### src/rtl/timer_pkg.sv
// Shared types and constants for the timer sequencing controller.
package timer_pkg;

  localparam int CNT_W  = 64;
  localparam int DATA_W = 32;
  localparam int STRB_W = 4;

  typedef enum logic [2:0] {
    IDLE   = 3'd0,
    RUN    = 3'd1,
    RLD_LO = 3'd2,
    RLD_HI = 3'd3,
    DONE   = 3'd4
  } state_e;

  localparam logic MODE_ONESHOT  = 1'b0;
  localparam logic MODE_PERIODIC = 1'b1;

  localparam logic [STRB_W-1:0] STRB_ALL = 4'hF;

  function automatic logic is_reload(input state_e s);
    return (s == RLD_LO) || (s == RLD_HI);
  endfunction

endpackage

### src/rtl/cmp_edge.sv
// Counter/compare equality with a one-cycle delayed copy, so a count that
// sits on the compare value yields a single rising-edge event.
module cmp_edge #(
  parameter int W = 64
) (
  input  logic         clk,
  input  logic         rst_n,
  input  logic [W-1:0] count,
  input  logic [W-1:0] cmp_val,
  output logic         evt_rise
);

  logic match;
  logic match_dly_d;
  logic match_dly_q;

  assign match       = (count == cmp_val);
  assign match_dly_d = match;
  assign evt_rise    = match & ~match_dly_q;

  // NOTE: flops use non-blocking (<=) so every register samples pre-edge values.
  always_ff @(posedge clk or negedge rst_n) begin
    if (!rst_n) match_dly_q <= 1'b0;
    else        match_dly_q <= match_dly_d;
  end

endmodule

### src/rtl/timer_seq_ctrl.sv
// Drives the 64-bit counter's control inputs: run/stop, one-shot vs periodic
// auto-reload, sticky compare interrupt, and software-first write arbitration.
module timer_seq_ctrl
  import timer_pkg::*;
#(
  parameter int CNT_W  = timer_pkg::CNT_W,
  parameter int DATA_W = timer_pkg::DATA_W,
  parameter int STRB_W = timer_pkg::STRB_W
) (
  input  logic              clk,
  input  logic              rst_n,
  input  logic              sw_timer_en,
  input  logic              sw_mode,
  input  logic              sw_halt,
  input  logic              sw_wr_DR0,
  input  logic              sw_wr_DR1,
  input  logic [STRB_W-1:0] sw_pstrb,
  input  logic [DATA_W-1:0] sw_wdata,
  input  logic [CNT_W-1:0]  cmp_val,
  input  logic [CNT_W-1:0]  reload_val,
  input  logic              int_en,
  input  logic              int_clr,
  input  logic [CNT_W-1:0]  count,
  output logic              timer_en,
  output logic              stop,
  output logic              wr_DR0,
  output logic              wr_DR1,
  output logic [STRB_W-1:0] pstrb,
  output logic [DATA_W-1:0] wdata,
  output logic              int_st,
  output logic              tim_int,
  output logic              busy
);

  state_e state_q, state_d;
  logic   timer_en_q, timer_en_d;
  logic   int_st_q, int_st_d;
  logic   cmp_rise;
  logic   evt;
  logic   sw_wr;

  cmp_edge #(.W(CNT_W)) u_cmp_edge (
    .clk      (clk),
    .rst_n    (rst_n),
    .count    (count),
    .cmp_val  (cmp_val),
    .evt_rise (cmp_rise)
  );

  assign evt   = cmp_rise & (state_q == RUN);
  assign sw_wr = sw_wr_DR0 | sw_wr_DR1;

  // NOTE: every signal written here gets a default first, so no path can infer a latch.
  always_comb begin
    state_d = state_q;
    wr_DR0  = sw_wr_DR0;
    wr_DR1  = sw_wr_DR1;
    pstrb   = sw_wr ? sw_pstrb : '0;
    wdata   = sw_wr ? sw_wdata : '0;

    unique case (state_q)
      IDLE: if (sw_timer_en) state_d = RUN;
      RUN: begin
        if (evt) state_d = (sw_mode == MODE_PERIODIC) ? RLD_LO : DONE;
      end
      // A software write owns the bus this cycle; the reload step waits.
      RLD_LO: begin
        if (!sw_wr) begin
          wr_DR0  = 1'b1;
          pstrb   = STRB_W'(STRB_ALL);
          wdata   = reload_val[DATA_W-1:0];
          state_d = RLD_HI;
        end
      end
      RLD_HI: begin
        if (!sw_wr) begin
          wr_DR1  = 1'b1;
          pstrb   = STRB_W'(STRB_ALL);
          wdata   = reload_val[CNT_W-1:DATA_W];
          state_d = RUN;
        end
      end
      DONE:    state_d = DONE;
      default: state_d = IDLE;
    endcase

    // Disabling wins from any state and abandons a pending reload half.
    if (!sw_timer_en) state_d = IDLE;

    timer_en_d = (state_d == RUN) || is_reload(state_d);

    if (evt)          int_st_d = 1'b1;
    else if (int_clr) int_st_d = 1'b0;
    else              int_st_d = int_st_q;
  end

  always_ff @(posedge clk or negedge rst_n) begin
    if (!rst_n) begin
      state_q    <= IDLE;
      timer_en_q <= 1'b0;
      int_st_q   <= 1'b0;
    end else begin
      state_q    <= state_d;
      timer_en_q <= timer_en_d;
      int_st_q   <= int_st_d;
    end
  end

  assign timer_en = timer_en_q;
  assign busy     = is_reload(state_q);
  assign stop     = sw_halt | busy;
  assign int_st   = int_st_q;
  assign tim_int  = int_st_q & int_en;

endmodule

### config.mk
export PLATFORM = sky130hd
export DESIGN_NAME = timer_seq_ctrl
export DESIGN_NICKNAME = d
export VERILOG_FILES = /design/src/rtl/timer_pkg.sv /design/src/rtl/cmp_edge.sv /design/src/rtl/timer_seq_ctrl.sv
export SDC_FILE = /design/constraint.sdc
export NUM_CORES = 1
export LEC_CHECK = 0
export ABC_AREA = 1
export CAP_MARGIN = 30
export CORE_AREA = 5 5 105 107
export CTS_CLUSTER_SIZE = 12
export DETAILED_ROUTE_END_ITERATION = 6
export DIE_AREA = 0 0 110 112
export DONT_BUFFER_PORTS = 1
export GPL_TIMING_DRIVEN = 1
export SLEW_MARGIN = 10
export SYNTH_ARGS = -nofsm -noshare
export SYNTH_HDL_FRONTEND = slang
export SYNTH_HIERARCHICAL = 1
export SYNTH_SLANG_ARGS = --single-unit
### constraint.sdc
create_clock -name clk -period 3 [get_ports clk]
set_input_delay 0.6 -clock clk [delete_from_list [all_inputs] [get_ports clk]]
set_output_delay 0.6 -clock clk [all_outputs]
set_load 0.02 [all_outputs]
### Yosys cells after proc, flatten, opt, wreduce, memory -nomap -nowiden

Index checks and enable logic that the tools add are counted.

| operators by class | value |
|---|---|
| multiply operators | 0 |
| bitwise operators | 6 |
| multiplexer cells | 19 |
| equality and inequality tests | 8 |
| div/mod/pow operators | 0 |
| order comparisons | 0 |
| reductions and logical operators | 6 |
| shifts and indexed selects | 0 |
| add/subtract/negate cells | 0 |

Operators with widths:

| kind | number |
|---|---|
| 32-bit 2-to-1 mux | 3 |
| 64-bit == test | 1 |
| 32-bit one-hot mux with 2 select lines | 1 |
| 3-bit 2-to-1 mux | 5 |
| 3-bit one-hot mux with 5 select lines | 1 |
| 3-bit by 2-bit == test with 1-bit output (second input constant) | 4 |
| 4-bit 2-to-1 mux | 3 |
| 3-bit by 1-bit == test with 1-bit output (second input constant) | 2 |
| 1-bit 2-to-1 mux | 6 |
| 1-bit bitwise AND | 3 |
| 3-bit == test (second input constant) | 1 |
| 3-bit zero test | 1 |
| 1-bit logical OR | 3 |
| 1-bit OR | 2 |
| 2-bit nonzero test | 1 |
| 2-bit OR reduction | 1 |
| 1-bit inverter | 1 |

| storage, ports and cells | value |
|---|---|
| ROM bits | 0 |
| RAM bits | 0 |
| bits in latches | 0 |
| output and inout bits | 43 |
| word-level logic and storage cells | 43 |
| flip-flop bits (word level) | 6 |
| memories | 0 |
| input bits | 237 |

### Longest topological paths before layout

| logic depth | value |
|---|---|
| word-level depth | 9 |
| depth in mapped cells | 15 |
| gate-level depth less buffers | 15 |

### By module

Netlist, hierarchy kept.

Modules (own cells, without submodules):

| module | sequential area each (um^2) | instances | area an instance (um^2) | cells each |
|---|---|---|---|---|
| cmp_edge | 25.0 | 1 | 1305.0 | 328 |
| timer_seq_ctrl | 125.1 | 1 | 1134.8 | 258 |

### Worst setup path after synthesis

OpenSTA, ideal clock, no wires.

| timing | value |
|---|---|
| path type | input port to output port |
| start point | input port sw_wr_DR0 |
| end point | output port wdata[13] |
| slack | 1.007 ns |
| data required time | 2.400 ns |
| stages | 6 |
| arrival time | 1.393 ns |
| path buffers | 2 |
| cells stage by stage | inv_1 -> nand2_1 -> buf_4 -> clkbuf_1 -> nand2_1 -> nand2_1 |

| on the way | value |
|---|---|
| cells in the longest elaborated chain, start to end | 4 |
| elaborated cells between the ends (all ways) | 5 |
| classes of those cells | mux (4); bitwise (1) |

Ends and longest elaborated chain:

| item | line | text |
|---|---|---|
| start: declaration | timer_seq_ctrl.sv:15 | `input logic sw_wr_DR0,` |
| 1-bit OR * | timer_seq_ctrl.sv:51 | `assign sw_wr = sw_wr_DR0 \| sw_wr_DR1;` |
| 32-bit 2-to-1 mux | timer_seq_ctrl.sv:59 | `wdata = sw_wr ? sw_wdata : '0;` |
| 32-bit 2-to-1 mux, on equally long branches | timer_seq_ctrl.sv:76, timer_seq_ctrl.sv:68 |  |
| 32-bit one-hot mux with 2 select lines * | timer_seq_ctrl.sv:61 | `unique case (state_q)` |
| end: declaration | timer_seq_ctrl.sv:29 | `output logic [DATA_W-1:0] wdata,` |

Every way passes the cells marked *; elsewhere a longest branch is shown, timed or not.

### Worst setup path after layout

| timing | value |
|---|---|
| start point | register state_q[2] |
| end point | output port wdata[0] |

| on the way | value |
|---|---|
| cells in the longest elaborated chain, start to end | 2 |
| elaborated cells between the ends (all ways) | 3 |
| classes of those cells | eq/ne (2); mux (1) |

Ends and longest elaborated chain:

| item | line | text |
|---|---|---|
| start: declaration | timer_seq_ctrl.sv:35 | `state_e state_q, state_d;` |
| start signal: assignment | timer_seq_ctrl.sv:103 | `state_q <= state_d;` |
| 3-bit by 2-bit == test with 1-bit output | timer_seq_ctrl.sv:61 |  |
| 32-bit one-hot mux with 2 select lines * | timer_seq_ctrl.sv:61 |  |

Marked as above.

==> run metrics <==
arrival time at the worst endpoint about 1.9 ns; post-layout util 0.258; I/O Buffers 0; Peak VDD IR between 80 and 90 uV; # IOs 280; most common cell after layout, fill and taps aside nand2_1; Root Buffer clkbuf_8; largest net degree at the start of global routing 37; Synth cell types 17; area grow syn2layout 6.31%; Final period util 0.824; synth top area cells nand2_1, inv_1, nor2_1; reg-to-reg startpoint state_q[2]; Clock Sinks 6; Yosys Warn Count 6; # diodes 0; initial antenna violation count 0; share of cells above drive strength 1 0.0208; endpoint class of the critical path output pin; Leakage 1.87 nW; Slowest cell on crit path nor2_4; status finished, final reports clean; reg2reg setup slack 1.72 ns; H-Tree Depth 1; synthesized area 0.00244 mm2; unrepaired setup endpoints after global routing no; Cell Rows 37; post-synthesis sequential area ratio 0.0615; slew margin rel. 0.523; Routed Antenna Nets 0; Final Hold Violating Endpoints 0; post-synthesis cell type with the largest combined area nand2_1; vias in the first global route 2737; WL/cell around 12 um; worst hold path type in2async; most frequent cells in the layout nand2_1, inv_1, nor2_1; total gr overflow 0; Final Wtd Congestion 0.805; top-area cell type share of the netlist area 0.551; Max FO, Critical Path 33; CTS Buf Count 3; reg-to-reg critical path endpoint timer_en; Cells after Synth 586; clock latency on the worst-skew pair between 0.2 and 0.25 ns; Reg2Reg Depth 7; Die W about 110 um; die height 112 um; syn nets 823; Max Clk Rate 0.405 GHz; min Tclk post-route approximately 2.5 ns; crit-path cells inv_2 > nand2_2 > nor2_4 > nand2_1 > nand2_1 > nand2_1 > nand2_1; delay of the slowest critical-path stage 0.57 ns; Setup WS post-layout between 0.5 and 0.6 ns; PwrDens 159 mW/mm2; clock slew at reported path FFs ~0.030 ns; drt first-iter violations 122; Max Cap Viol 0; Synth Area per Inst 4.16 um2; most numerous cell on the critical path nand2_1; die area between 0.01 and 0.015 mm2; DR DRC count 0; via/cell ratio 4.16; Final Hold Slack 0.0757 ns; setup_tns 0 ns; nets@finish 817; kind of critical path reg2out; Core ar. 0.0100 mm2; max-slew violations 0; CTS tree built; Initial Util 0.243; final wirelength between 8000 and 9000 um; hpwl dp roughly 7800 um; Slew @ Worst Pin approximately 0.7 ns; GRT Util Overall 0.119; total number of vias 2970; DRT Pass-1 Iters 4; #FFs+latches synth 6; maximum root-to-sink buffer count 2; Hold-fix buffers, CTS 0; Worst EP required 2.40 ns; CTS-repair resized insts 0; setup-violating endpoint count in the final report 0; number of setup buffers added after CTS 0; CP Launch Type flop; clk_skew ~0.00080 ns; DP Worst Slack about 0.76 ns; first-pass GRT wire length 11900 um
==> kinds of logic (layout without fill, tap and decap cells) <==
| logic type | Yosys count | count (layout) | share of synthesized area |
|---|---|---|---|
| buf+inv | 117 | 109 | 0.190 |
| xor+xnor | 10 | 10 | 0.0359 |
| simple gates | 449 | 449 | 0.703 |
| compound gates | 4 | 4 | 0.00975 |
| flops | 6 | 6 | 0.0615 |
==> sequential cells by signal, summed over array words and instances (netlist names) <==
register / count
state_q: 3
timer_en: 1
int_st: 1
u_cmp_edge/match_dly_q: 1
==> synth_stat cells <==
| cell | count |
|---|---|
| xor2_1 | 10 |
| o22ai_1 | 1 |
| nor2_1 | 81 |
| clkbuf_1 | 2 |
| inv_2 | 1 |
| buf_4 | 4 |
| o21ai_0 | 2 |
| or2_2 | 1 |
| inv_1 | 103 |
| nand2_2 | 1 |
| nand2_1 | 358 |
| nand3_1 | 4 |
| nor2_4 | 2 |
| nor2_2 | 2 |
| dfrtp_1 | 6 |
| a21boi_0 | 1 |
| buf_2 | 7 |
==> area by class of cell <==
cell class	instances	area, um2
repair buffers	2	15.0
multi-input cells	463	1830
inverters	104	390
fillers	1177	7450
clock buffers	3	41.3
flip-flops and latches	6	150
well taps	136	170
==> per-stage QoR <==
| step | cells | power (mW) | area [um2] |
|---|---|---|---|
| 3_5_place_dp | 711 | 0.298 | 2550 |
| 4_1_cts | 714 | 0.420 | 2590 |
| 2_1_floorplan | 586 | 0.271 | 2440 |
| 6_report | 714 | 0.413 | 2590 |
| 5_1_grt | 714 | 0.456 | 2590 |
| 3_3_place_gp | 711 | 0.295 | 2550 |
==> worst max path at each step <==
stage / start / end / slack, ns / depth (start not counted)
6_report: state_q[2] / wdata[0] / 0.53 / 7
5_1_grt: state_q[2] / wdata[25] / 0.36 / 7
4_1_cts: state_q[2] / wdata[9] / 0.52 / 7
3_5_place_dp: state_q[2] / wdata[9] / 0.76 / 7
3_3_place_gp: state_q[2] / wdata[20] / 0.78 / 7
2_1_floorplan: sw_wr_DR0 / wdata[13] / 1.01 / 6
==> worst max-delay path: cells and delay by family, from the launching register on <==
kind | cells | cell delay, ns
buffers and inverters | 1 | 0.08
and+or+nand+nor | 6 | 1.14
DFF | 1 | 0.41
==> report_power, final <==
part           switching (mW)  internal (mW)  total, mW  leakage [nW]
Clock                  0.0318         0.0859      0.118        0.0216
Sequential            0.00223         0.0829     0.0851        0.0792
Combinational           0.140         0.0703      0.210          1.77
Total                   0.174          0.239      0.413          1.87
==> per-layer routing <==
layer / wire, um / track usage / share of wire
met4: 21 / 0.0191 / 0.0024
met1: 2890 / 0.112 / 0.33
met3: 1140 / 0.0325 / 0.13
met2: 4620 / 0.249 / 0.53
met5: 0 / 0 / 0
No activity file was read; power rests on OpenSTA's default activity.
